==> config.mk <==
export PLATFORM = sky130hd
export DESIGN_NAME = round_robin_scheduler
export DESIGN_NICKNAME = d
export VERILOG_FILES = /design/src/rtl/round_robin_scheduler.sv
export SDC_FILE = /design/constraint.sdc
export NUM_CORES = 1
export LEC_CHECK = 0
export CAP_MARGIN = 40
export CELL_PAD_IN_SITES_DETAIL_PLACEMENT = 0
export CELL_PAD_IN_SITES_GLOBAL_PLACEMENT = 1
export CORE_MARGIN = 2
export CORE_UTILIZATION = 48
export DETAILED_ROUTE_END_ITERATION = 6
export PLACE_DENSITY_LB_ADDON = 0.1
export SYNTH_ARGS = -nofsm -noshare
export SYNTH_HDL_FRONTEND = slang
export SYNTH_SLANG_ARGS = --single-unit
export TNS_END_PERCENT = 10
==> constraint.sdc <==
create_clock -name clock -period 15.7 [get_ports clock]
set_clock_uncertainty 0.1 [all_clocks]
set_input_delay 3.14 -clock clock [delete_from_list [all_inputs] [get_ports clock]]
set_output_delay 3.14 -clock clock [all_outputs]
set_load 0.05 [all_outputs]
==> src/rtl/round_robin_scheduler.sv <==
// -----------------------------------------------------------------------------
// round_robin_scheduler
//
// Hardware round-robin process scheduler for a multiprogrammed CPU. It holds
// the process table (slot state plus saved PC) and counts the time slice in
// retired instructions. It preempts on quantum expiry, on a blocking IN, or
// at process end. It then drives the CPU PC-load path with the saved PC of
// the next process.
//
// Optional feature macro: SCHED_STATS_EN
//   defined   -> switch_count counts dispatches (saturating at 65535) and
//                clears on reset and on an accepted start
//   undefined -> switch_count is tied to zero and no counter is built
//
// Ports:
//   clock        in   1   rising-edge clock
//   reset        in   1   asynchronous, active-high; clears all state
//   start        in   1   admit nproc processes and begin scheduling
//   nproc        in   4   process count, sampled on start (clamped to NPROC)
//   step         in   1   CPU retires the instruction at pc this cycle
//   pc           in  32   current CPU PC
//   io_wait      in   1   current instruction is a blocking IN
//   io_done      in   1   input available; unblocks lowest blocked slot
//   proc_end     in   1   current instruction ends the process
//   hold         out  1   combinational; CPU must not update PC
//   switch_req   out  1   one-cycle pulse; CPU loads new_pc
//   new_pc       out 32   saved PC of the dispatched process
//   proc_id      out  4   running process id, 0 when none
//   running      out  1   scheduler is in RUN
//   all_done     out  1   every admitted process has finished
//   switch_count out 16   dispatch counter (see macro above)
// -----------------------------------------------------------------------------
module round_robin_scheduler #(
  parameter int NPROC   = 10,
  parameter int QUANTUM = 16,
  parameter int BASE    = 300,
  parameter int SLOT    = 300
) (
  input  logic        clock,
  input  logic        reset,
  input  logic        start,
  input  logic [3:0]  nproc,
  input  logic        step,
  input  logic [31:0] pc,
  input  logic        io_wait,
  input  logic        io_done,
  input  logic        proc_end,
  output logic        hold,
  output logic        switch_req,
  output logic [31:0] new_pc,
  output logic [3:0]  proc_id,
  output logic        running,
  output logic        all_done,
  output logic [15:0] switch_count
);

  typedef enum logic [2:0] {
    S_IDLE, S_SELECT, S_DISPATCH, S_RUN, S_WAIT, S_DONE
  } sched_state_e;

  typedef enum logic [1:0] {
    SLOT_FREE, SLOT_READY, SLOT_BLOCKED, SLOT_FINISHED
  } slot_state_e;

  sched_state_e state_q, state_d;

  slot_state_e  slot_state [1:NPROC];
  logic [31:0]  saved_pc   [1:NPROC];

  logic [3:0]   n_q;        // admitted process count
  logic [3:0]   cur_q;      // last dispatched id; rotation starts after it
  logic [3:0]   proc_id_q;
  logic [31:0]  new_pc_q;
  logic [7:0]   quantum_q;  // instructions left in the current slice

  logic [3:0]   n_start;
  logic [4:0]   cand;
  logic         sel_found;
  logic [3:0]   sel_id;
  logic         any_ready;
  logic         any_blocked;
  logic [3:0]   unblk_id;
  logic         run_event;
  logic         admit;

  assign n_start = (nproc > 4'(NPROC)) ? 4'(NPROC) : nproc;
  assign admit   = start && ((state_q == S_IDLE) || (state_q == S_DONE));

  // A preempting event: end, blocking IN, or the step after the slice is used.
  assign run_event = (state_q == S_RUN) && step &&
                     (proc_end || io_wait || (quantum_q == 8'd0));

  // Rotating search: ids cur+1..n, then wrap to 1..cur, so cur comes last.
  always_comb begin
    // NOTE: every variable gets a default before any branch, so no latch is inferred.
    sel_found = 1'b0;
    sel_id    = '0;
    cand      = '0;
    for (int k = 1; k <= NPROC; k++) begin
      cand = 5'(cur_q) + 5'(k);
      if (cand > {1'b0, n_q}) cand = cand - {1'b0, n_q};
      if (!sel_found && (k <= int'(n_q)) && (slot_state[cand[3:0]] == SLOT_READY)) begin
        sel_found = 1'b1;
        sel_id    = cand[3:0];
      end
    end
  end

  // Table summary; descending scan leaves unblk_id on the lowest blocked slot.
  always_comb begin
    any_ready   = 1'b0;
    any_blocked = 1'b0;
    unblk_id    = '0;
    for (int i = NPROC; i >= 1; i--) begin
      if (slot_state[i] == SLOT_READY) any_ready = 1'b1;
      if (slot_state[i] == SLOT_BLOCKED) begin
        any_blocked = 1'b1;
        unblk_id    = 4'(i);
      end
    end
  end

  always_comb begin
    state_d = state_q;
    unique case (state_q)
      S_IDLE, S_DONE: if (start) state_d = (n_start == 4'd0) ? S_DONE : S_SELECT;
      S_SELECT: begin
        if (sel_found)        state_d = S_DISPATCH;
        else if (any_blocked) state_d = S_WAIT;
        else                  state_d = S_DONE;
      end
      S_DISPATCH: state_d = S_RUN;
      S_RUN:      if (run_event) state_d = S_SELECT;
      // A slot may already have been unblocked while SELECT was deciding.
      S_WAIT:     if (io_done || any_ready) state_d = S_SELECT;
      default:    state_d = S_IDLE;
    endcase
  end

  always_ff @(posedge clock or posedge reset) begin
    if (reset) begin
      // NOTE: the process table is reset too; a reset must discard every slot.
      state_q   <= S_IDLE;
      n_q       <= '0;
      cur_q     <= '0;
      proc_id_q <= '0;
      new_pc_q  <= '0;
      quantum_q <= '0;
      for (int i = 1; i <= NPROC; i++) begin
        slot_state[i] <= SLOT_FREE;
        saved_pc[i]   <= '0;
      end
    end else begin
      // NOTE: non-blocking assignments keep every register reading pre-edge values.
      state_q <= state_d;

      // Unblock uses the pre-edge table, so a slot blocking this cycle is not eligible.
      if (io_done && any_blocked) slot_state[unblk_id] <= SLOT_READY;

      unique case (state_q)
        S_IDLE, S_DONE: begin
          if (start) begin
            n_q   <= n_start;
            cur_q <= '0;
            for (int i = 1; i <= NPROC; i++) begin
              if (i <= int'(n_start)) begin
                slot_state[i] <= SLOT_READY;
                saved_pc[i]   <= 32'(BASE + (i - 1) * SLOT);
              end else begin
                slot_state[i] <= SLOT_FREE;
              end
            end
          end
        end
        S_SELECT: begin
          if (sel_found) begin
            cur_q     <= sel_id;
            proc_id_q <= sel_id;
            new_pc_q  <= saved_pc[sel_id];
          end else begin
            proc_id_q <= '0;  // entering WAIT or DONE
          end
        end
        S_DISPATCH: quantum_q <= 8'(QUANTUM);
        S_RUN: begin
          if (step) begin
            if (proc_end) begin
              slot_state[cur_q] <= SLOT_FINISHED;
            end else if (io_wait) begin
              slot_state[cur_q] <= SLOT_BLOCKED;  // IN re-executes on resume
              saved_pc[cur_q]   <= pc;
            end else if (quantum_q == 8'd0) begin
              slot_state[cur_q] <= SLOT_READY;    // preempted before executing
              saved_pc[cur_q]   <= pc;
            end else begin
              quantum_q <= quantum_q - 8'd1;
            end
          end
        end
        default: ;
      endcase
    end
  end

  assign hold       = (state_q == S_SELECT) || (state_q == S_DISPATCH) ||
                      (state_q == S_WAIT)   || run_event;
  assign switch_req = (state_q == S_DISPATCH);
  assign running    = (state_q == S_RUN);
  assign all_done   = (state_q == S_DONE);
  assign new_pc     = new_pc_q;
  assign proc_id    = proc_id_q;

`ifdef SCHED_STATS_EN
  logic [15:0] switch_count_q;

  always_ff @(posedge clock or posedge reset) begin
    if (reset) begin
      switch_count_q <= '0;
    end else if (admit) begin
      switch_count_q <= '0;
    end else if ((state_q == S_DISPATCH) && (switch_count_q != 16'hFFFF)) begin
      switch_count_q <= switch_count_q + 16'd1;
    end
  end

  assign switch_count = switch_count_q;
`else
  assign switch_count = '0;
`endif

endmodule

==> Word level (Yosys, flattened, before mapping) <==
Cells that the tools add are included.
{ "op_classes": {"eq_ne": 54, "n_reduce_logical": 61, "magnitude_cmp": 46, "muxes": 150, "add_sub_neg": 21, "n_bitwise": 23} }
{ "op_table": {"columns": ["operator", "n"], "rows": [
  ["320-bit 2-to-1 mux", 5],
  ["320-bit one-hot mux with 2 select lines", 1],
  ["32-bit 2-to-1 mux", 13],
  ["320-bit bitwise mux", 1],
  ["4-bit 2-to-1 mux", 34],
  ["32-bit binary-select mux with 4-bit select", 1],
  ["32-bit demux with 4-bit select", 1],
  ["20-bit 2-to-1 mux", 6],
  ["2-bit binary-select mux with 4-bit select", 10],
  ["5-bit >= comparator (second input constant)", 13],
  ["4-bit NOT with 5-bit output", 13],
  ["6-bit AND reduction", 10],
  ["5-bit by 4-bit > comparator with 1-bit output", 10],
  ["2-bit 2-to-1 mux", 22],
  ["1-bit 2-to-1 mux", 41],
  ["2-bit by 1-bit == test with 1-bit output (second input constant)", 20],
  ["20-bit one-hot mux with 2 select lines", 1],
  ["4-bit subtractor", 10],
  ["2-bit inequality test (second input constant)", 17],
  ["3-bit by 4-bit less-or-equal comparator with 1-bit output (first input constant)", 8],
  ["8-bit 2-to-1 mux", 4],
  ["10-bit bitwise AND", 3],
  ["10-bit NOT", 3],
  ["10-bit OR", 3],
  ["33 further kinds", 105]
]} }
{ "totals": {"reg_bits": 395, "out_inout_bits": 56, "word_cells": 381} }

==> Depth between registers and ports, before layout <==
Gate-level depths: netlist of the first run.
{ "depth": {"word_depth": 50, "ltp_mapped": 26, "depth_no_buf": 20} }

==> Least setup slack after synthesis of the first run <==
OpenSTA, ideal clock, no wires.
{ "synth_path": {"kind": "in2out", "from": "input proc_end", "to": "output hold", "path_buffers": 0, "path_slack_ns": 7.785, "t_required_ns": 12.460, "stages": 5, "t_arrival_ns": 4.675, "cell_sequence": "or2_2 -> o21ai_0 -> a21oi_1 -> nor2b_1 -> a211oi_1"} }
{ "synth_between": {"elab_chain_cells": 4} }
{ "synth_rtl": {"columns": ["element", "line_no", "source"], "rows": [
  ["start: declaration", "47", "input logic proc_end,"],
  ["1-bit logical OR (2 in a row)", "91", "(proc_end || io_wait || (quantum_q == 8'd0));"],
  ["1-bit logical AND", "90", "assign run_event = (state_q == S_RUN) && step &&"],
  ["1-bit logical OR", "206", "(state_q == S_WAIT) || run_event;"],
  ["end: declaration", "48", "output logic hold,"]
]} }
No other way between the ends.

==> Worst setup path in the final report of the first run <==
{ "layout_path": {"from": "register cur_q[0]", "to": "register new_pc_q[12], in the netlist new_pc[12]"} }
{ "layout_between": {"elab_chain_cells": 50, "elab_cells_between_ends": 143} }
{ "layout_rtl": {"columns": ["element", "line_no", "source"], "rows": [
  ["start: declaration", "71", "logic [3:0] cur_q;"],
  ["start signal: assignment", "177", "cur_q <= sel_id;"],
  ["4-bit by 1-bit adder with 5-bit output", "100", "cand = 5'(cur_q) + 5'(k);"],
  ["4-bit subtractor / 5-bit by 4-bit > comparator with 1-bit output (equally long branches)", "101", "if (cand > {1'b0, n_q}) cand = cand - {1'b0, n_q};"],
  ["4-bit 2-to-1 mux", "101", null],
  ["4-bit NOT with 5-bit output (not written as such)", "102", "if (!sel_found && (k <= int'(n_q)) && (slot_state[cand[3:0]] == SLOT_READY)) begin"],
  ["2-bit binary-select mux with 4-bit select", "102", null],
  ["2-bit 2-to-1 mux (not written as such) (2 in a row)", "102", null],
  ["2-bit by 1-bit == test with 1-bit output", "102", null],
  ["1-bit logical AND", "102", null],
  ["[30 not listed]", null, null],
  ["1-bit logical AND (2 in a row)", "102", null],
  ["1-bit 2-to-1 mux", "102", null],
  ["1-bit zero test", "102", null],
  ["1-bit logical AND (2 in a row)", "102", null],
  ["4-bit 2-to-1 mux", "102", null],
  ["4-bit NOT with 5-bit output (not written as such)", "179", "new_pc_q <= saved_pc[sel_id];"],
  ["32-bit binary-select mux with 4-bit select", "179", null],
  ["32-bit 2-to-1 mux (not written as such) (2 in a row)", "179", null],
  ["end signal: assignment", "179", null],
  ["end: declaration", "73", "logic [31:0] new_pc_q;"]
]} }
Several ways; a longest one is shown, not always the timed one. The select of a mux whose other input is x is not followed.
A chain may end at the register's enable or synchronous reset.

==> results of run 1 <==
cell type report:
cell class | count | area, sq um | share of cell area (%)
Clock buffer | 63 | 1330 | 5.09
Clock inverter | 20 | 215 | 0.827
Inverter | 59 | 229 | 0.880
Multi-Input combinational cell | 1908 | 12200 | 47.1
Sequential cell | 395 | 9880 | 38.0
Tap cell | 615 | 769 | 2.96
Timing Repair Buffer | 138 | 1360 | 5.21
cells in the mapped netlist, drive strengths merged, types with 7 or more instances:
master   instances
dfrtp          395
nor4             9
nand3           65
nand2          459
o22a            16
a21o            13
a31o            11
nand3b           8
a21boi           7
nor2b           22
o22ai           11
nor3            60
inv             59
and3            34
a221oi          11
a221o           45
or2             18
ha              38
a22o           135
a211oi          29
clkbuf         132
buf             78
o31ai            7
a2bb2oi          8
o221ai           8
nor2           114
mux2i           66
xnor2           14
xor2            10
nand2b          20
mux2            61
o21ai          268
a211o           21
a22oi            7
o32a            18
or3             18
nand4           11
o32ai            9
o21a             9
nor3b           26
a21oi           75
a31oi           12
o211ai          23
and2            13
critical path, stage by stage, from the launching register on:
cell and delay (ps):
dfrtp_1 320, buf_4 340, inv_1 250, ha_1 420
xor2_1 470, inv_2 140, ha_1 370, or3_1 370
o311a_1 150, a211oi_1 440, nor3_1 100, or3b_1 380
a22o_1 250, or4_4 600, or3_1 400, nor4b_2 260
a211oi_2 90, nor2_4 530, buf_4 630, buf_4 710
nor2_4 310, buf_16 260, a221o_1 360, a211o_1 250
per-layer routing:
| layer | vias up | global-route usage [%] | wire, um |
|---|---|---|---|
| li1 | 9279 | - | - |
| met1 | 10200 | 46.5 | 35300 |
| met2 | 916 | 51.0 | 36800 |
| met3 | 155 | 5.25 | 6850 |
| met4 | 4 | 9.85 | 2250 |
| met5 | - | 0 | 24 |
state kept, by name, indices dropped and copies added, names as in the netlist:
signal      cells
saved_pc      320
quantum_q       8
n_q             4
new_pc         32
cur_q           4
state_q         3
slot_state     20
proc_id         4
cell families after synthesis:
group / after synthesis / synth area share (%)
other: 1 / 0.0163
adders and majority gates: 43 / 2.49
and+or+nand+nor: 904 / 18.3
muxes: 129 / 6.07
DFF: 395 / 42.8
buffers and inverters: 269 / 4.89
xor gates and xnor gates: 24 / 0.911
AOI/OAI and AO/OA: 792 / 24.4
per-stage QoR:
step                util (%)  instances  hold WS (ps)
floorplan                  -       2572           333
global placement        51.1       3106           345
detailed placement      51.5       3115           352
CTS                     54.7       3198           366
global route            54.7       3198           383
finish                  54.7       3198           365
worst paths after layout:
check	from	to	slack, ps	cells past startpoint
hold reg to reg	saved_pc[160]$_DFFE_PP0P_	saved_pc[160]$_DFFE_PP0P_	360	2
max in group asynchronous	reset	saved_pc[123]$_DFFE_PP0P_	10980	3
min in group asynchronous	reset	quantum_q[0]$_DFFE_PP0P_	2970	2
hold / removal	saved_pc[160]$_DFFE_PP0P_	saved_pc[160]$_DFFE_PP0P_	360	2
setup reg to reg	cur_q[0]$_DFFE_PP0P_	new_pc[12]$_DFFE_PP0P_	6940	23
setup / recovery	cur_q[0]$_DFFE_PP0P_	new_pc[12]$_DFFE_PP0P_	6940	23
==> qor.txt, run 1 <==
Root Buffer - clkbuf_16
sequential-to-total area share from yosys stat - 42.8%
setup ws final - 6940 ps
Hold Buf Count CTS - 0
max cap viols - 0
Crit Path Category - reg -> reg
CTS Sinks - 395
Initial Util - 48.5%
Yosys warning total - 0
largest net degree at the start of global routing - 167
outcome - complete, no violations
Clock transition at path regs - 60 ps
Synth area leader - dfrtp_1
Syn Area/Cell - 9.02 sq um
# resized after CTS - 0
Final setup viols - 0
Area after DPL - 24500 sq um
initial DRC count - 2227
period utilization - 55.8%
initial antenna violation count - 4
pre-CTS setup slack - 7070 ps
clk_lat worst skew - 600 ps
number of routed nets with antenna violations - 0
arrival time at the worst endpoint - 9130 ps
share of layout cells above drive strength 1 - 9.56%
drt wl/cell - 25.4 um
# DRC - 0
number of synthesized flops with an enable pin - 0
Die ar. - 49800 sq um
Fmax - 114 MHz
post-CTS setup buffers - 0
fill count - 4276
Core Box Area - 47500 sq um
RSZ-0062 raised after global routing - no
Yosys top cell area share - 42.8%
Vias/cell - 6.43
total wire length - 81200 um
grt total ovfl - 0
pin slew with the least headroom to its limit - 982 ps
Final Wtd Congestion - 0.941
#FFs+latches synth - 395
Syn Inst Count - 2557
Die X - 223 um
mapped cell area - 23100 sq um
worst path required time - 16070 ps
Total Nets Final - 2633
Startpoint Class - flip-flop
port buffer count - 82
total I/O pin count - 99
first-pass GRT wire length - 125000 um
Die Height - 223 um
Max Slew Vio Count - 0
asr flop ratio synth - 100%
Vias - 20600
post-layout minimum cycle time - 8760 ps
final count of hold timing violations - 0
Num CTS Buffers - 45
most common cell after layout, fill and taps aside - nand2_1
CTS tree - built
Top FF cell, synth - dfrtp_1
CP Capture Type - flip-flop
Final HPWL DP - 50300 um
ANT cells - 0
worst rel slew slack - 34.5%
most frequent cells in the layout - nand2_1 (459), dfrtp_1 (395), o21ai_0 (262)
H-tree levels - 2
vias in the first global route - 20200
Final Cell Area - 26000 sq um
clk buf depth - 3
type of the most critical hold path - reg -> reg
setup TNS - 0 ps
TritonRoute pass-1 iters - 6
num rows - 80
critical path fanouts, max - 47
number of distinct library cells after synthesis - 103
Area contributors post-synth - dfrtp_1 (43%), nand2_1 (7.5%), o21ai_0 (5.7%)
gr usage total - 32.5%
Area growth, synth to finish - 12.8%
Power of run 1 is left out: the tool's default activity adds up to more than one toggle a clock period on the data nets, which glitch-free logic cannot reach.
==> run 2, diff against run 1 <==
--- a/config.mk
+++ b/config.mk
@@ -9,7 +9,7 @@
 export CELL_PAD_IN_SITES_DETAIL_PLACEMENT = 0
 export CELL_PAD_IN_SITES_GLOBAL_PLACEMENT = 1
 export CORE_MARGIN = 2
-export CORE_UTILIZATION = 48
+export CORE_UTILIZATION = 43
 export DETAILED_ROUTE_END_ITERATION = 6
 export PLACE_DENSITY_LB_ADDON = 0.1
 export SYNTH_ARGS = -nofsm -noshare
==> constraint.sdc (replaced) <==
create_clock -name clock -period 7.9 [get_ports clock]
set_clock_uncertainty 0.1 [all_clocks]
set_input_delay 1.58 -clock clock [delete_from_list [all_inputs] [get_ports clock]]
set_output_delay 1.58 -clock clock [all_outputs]
set_load 0.05 [all_outputs]
==> qor.txt, run 2 (same netlist as run 1, synthesis figures left out) <==
largest net degree at the start of global routing - 176
Final Wtd Congestion - 0.979
type of the most critical hold path - reg -> reg
reg2reg start - cur_q[1]$_DFFE_PP0P_
total I/O pin count - 99
drt wl/cell - 25.9 um
Area after DPL - 24800 sq um
WHS Path Cells - 2
end of the worst register-to-register path - new_pc[31]$_DFFE_PP0P_
Finished Core Util - 49.8%
num rows - 84
Hold Buf Count CTS - 0
first-pass GRT wire length - 129000 um
Num CTS Buffers - 46
Worst path max stage delay - 600 ps
Vias/cell - 6.26
RSZ-0062 raised after global routing - no
Max Slew Vio Count - 0
most common cell after layout, fill and taps aside - nand2_1
Total Nets Final - 2657
fill count - 5024
# DRC - 0
Crit Path Category - reg -> reg
most frequent cells in the layout - nand2_1 (459), dfrtp_1 (395), o21ai_0 (262)
worst reg2reg path depth - 21
Final Cell Area - 26300 sq um
r2r setup slk - 730 ps
Reg with most FFs - saved_pc
outcome - complete, no violations
Final setup viols - 0
gr usage total - 30.3%
initial antenna violation count - 1
Clock transition at path regs - 60 ps
Cell Chain, Critical Path - inv_1 > ha_1 > xor2_1 > inv_2 > ha_1 > or3_1 > o311a_1 > a211oi_1 > nor3_1 > or3b_1 > a22o_1 > or4_4 > nor3_1 > o21ai_0 > o21a_1 > nor2_4 > buf_4 > nand2b_2 > buf_4 > o21ai_0 > a211o_1
post-layout minimum cycle time - 7170 ps
max cap viols - 0
vias in the first global route - 20200
# resized after CTS - 0
ANT cells - 0
critical path fanouts, max - 21
Hold EP - saved_pc[160]$_DFFE_PP0P_
TritonRoute pass-1 iters - 6
Die Height - 236 um
hold_sp - saved_pc[160]$_DFFE_PP0P_
clk_lat worst skew - 600 ps
Area growth, synth to finish - 13.8%
Vias - 20600
arrival time at the worst endpoint - 7540 ps
Final HPWL DP - 53800 um
total wire length - 85300 um
Die ar. - 55500 sq um
pin slew with the least headroom to its limit - 994 ps
Initial Util - 43.7%
Root Buffer - clkbuf_16
initial DRC count - 1954
worst path required time - 8270 ps
CP Capture Type - flip-flop
Core Box Area - 52800 sq um
Die X - 236 um
period utilization - 90.8%
final count of hold timing violations - 0
setup TNS - 0 ps
post-CTS setup buffers - 0
Worst Path Buf+Inv - 4
Fmax - 139 MHz
worst rel slew slack - 33.7%
port buffer count - 82
number of routed nets with antenna violations - 0
Crit path max-delay family - simple AND/OR/NAND/NOR gates
Critical path origin - cur_q[1]$_DFFE_PP0P_
H-tree levels - 2
worst-path cell with the longest stage delay - or4_4
Startpoint Class - flip-flop
CTS tree - built
max FFs per register - 320
CTS Sinks - 395
clk buf depth - 3
grt total ovfl - 0
share of layout cells above drive strength 1 - 10.0%
-- run 2: cell types whose count changed in the layout (fill, tap and decap cells not counted), moves of 2 or more --
cell	previous run	this run
buf_12	3	12
clkbuf_8	11	7
buf_16	4	0
clkinvlp_4	4	2
clkbuf_1	6	14
buf_4	48	64
-- run 2: tightest hold or removal path, stage by stage, from the launching register on --
cell	delay [ps]
dfrtp_1	340
nand2_1	50
nand2_1	50
-- run 2: worst max path at each step --
stage | endpoint | cells after the start | slack (ps)
5_1_grt | new_pc[31]$_DFFE_PP0P_ | 21 | 260
4_1_cts | new_pc[31]$_DFFE_PP0P_ | 21 | 810
2_1_floorplan | cur_q[0]$_DFFE_PP0P_ | 1 | 900
3_3_place_gp | new_pc[20]$_DFFE_PP0P_ | 21 | 1140
6_report | new_pc[31]$_DFFE_PP0P_ | 21 | 730
3_5_place_dp | new_pc[31]$_DFFE_PP0P_ | 21 | 860
-- run 2: metal layers --
layer / routed length (um) / vias up / part of all wire, % / global-route usage, %
met2: 38000 / 879 / 45 / 46.6
li1: - / 9325 / - / -
met1: 38200 / 10300 / 45 / 42.7
met3: 6540 / 158 / 7.7 / 6.30
met4: 2610 / 2 / 3.1 / 9.94
met5: 10 / - / 0.012 / 0
-- run 2: stage by stage --
step | hold WS [ps] | setup WS (ps) | instances
2_1_floorplan | 333 | 904 | 2572
3_3_place_gp | 346 | 1140 | 3203
3_5_place_dp | 355 | 865 | 3211
4_1_cts | 371 | 811 | 3295
5_1_grt | 385 | 255 | 3295
6_report | 370 | 727 | 3295
-- run 2: area by class of cell --
class                           instances  area, sq um  share of cell area, %
Multi-Input combinational cell       1908        12300                   46.6
Clock buffer                           68         1330                   5.04
Timing Repair Buffer                  161         1560                   5.95
Tap cell                              688          861                   3.28
Sequential cell                       395         9880                   37.6
Inverter                               59          225                  0.857
Clock inverter                         16          161                  0.614
Power of run 2 is left out for the same reason.
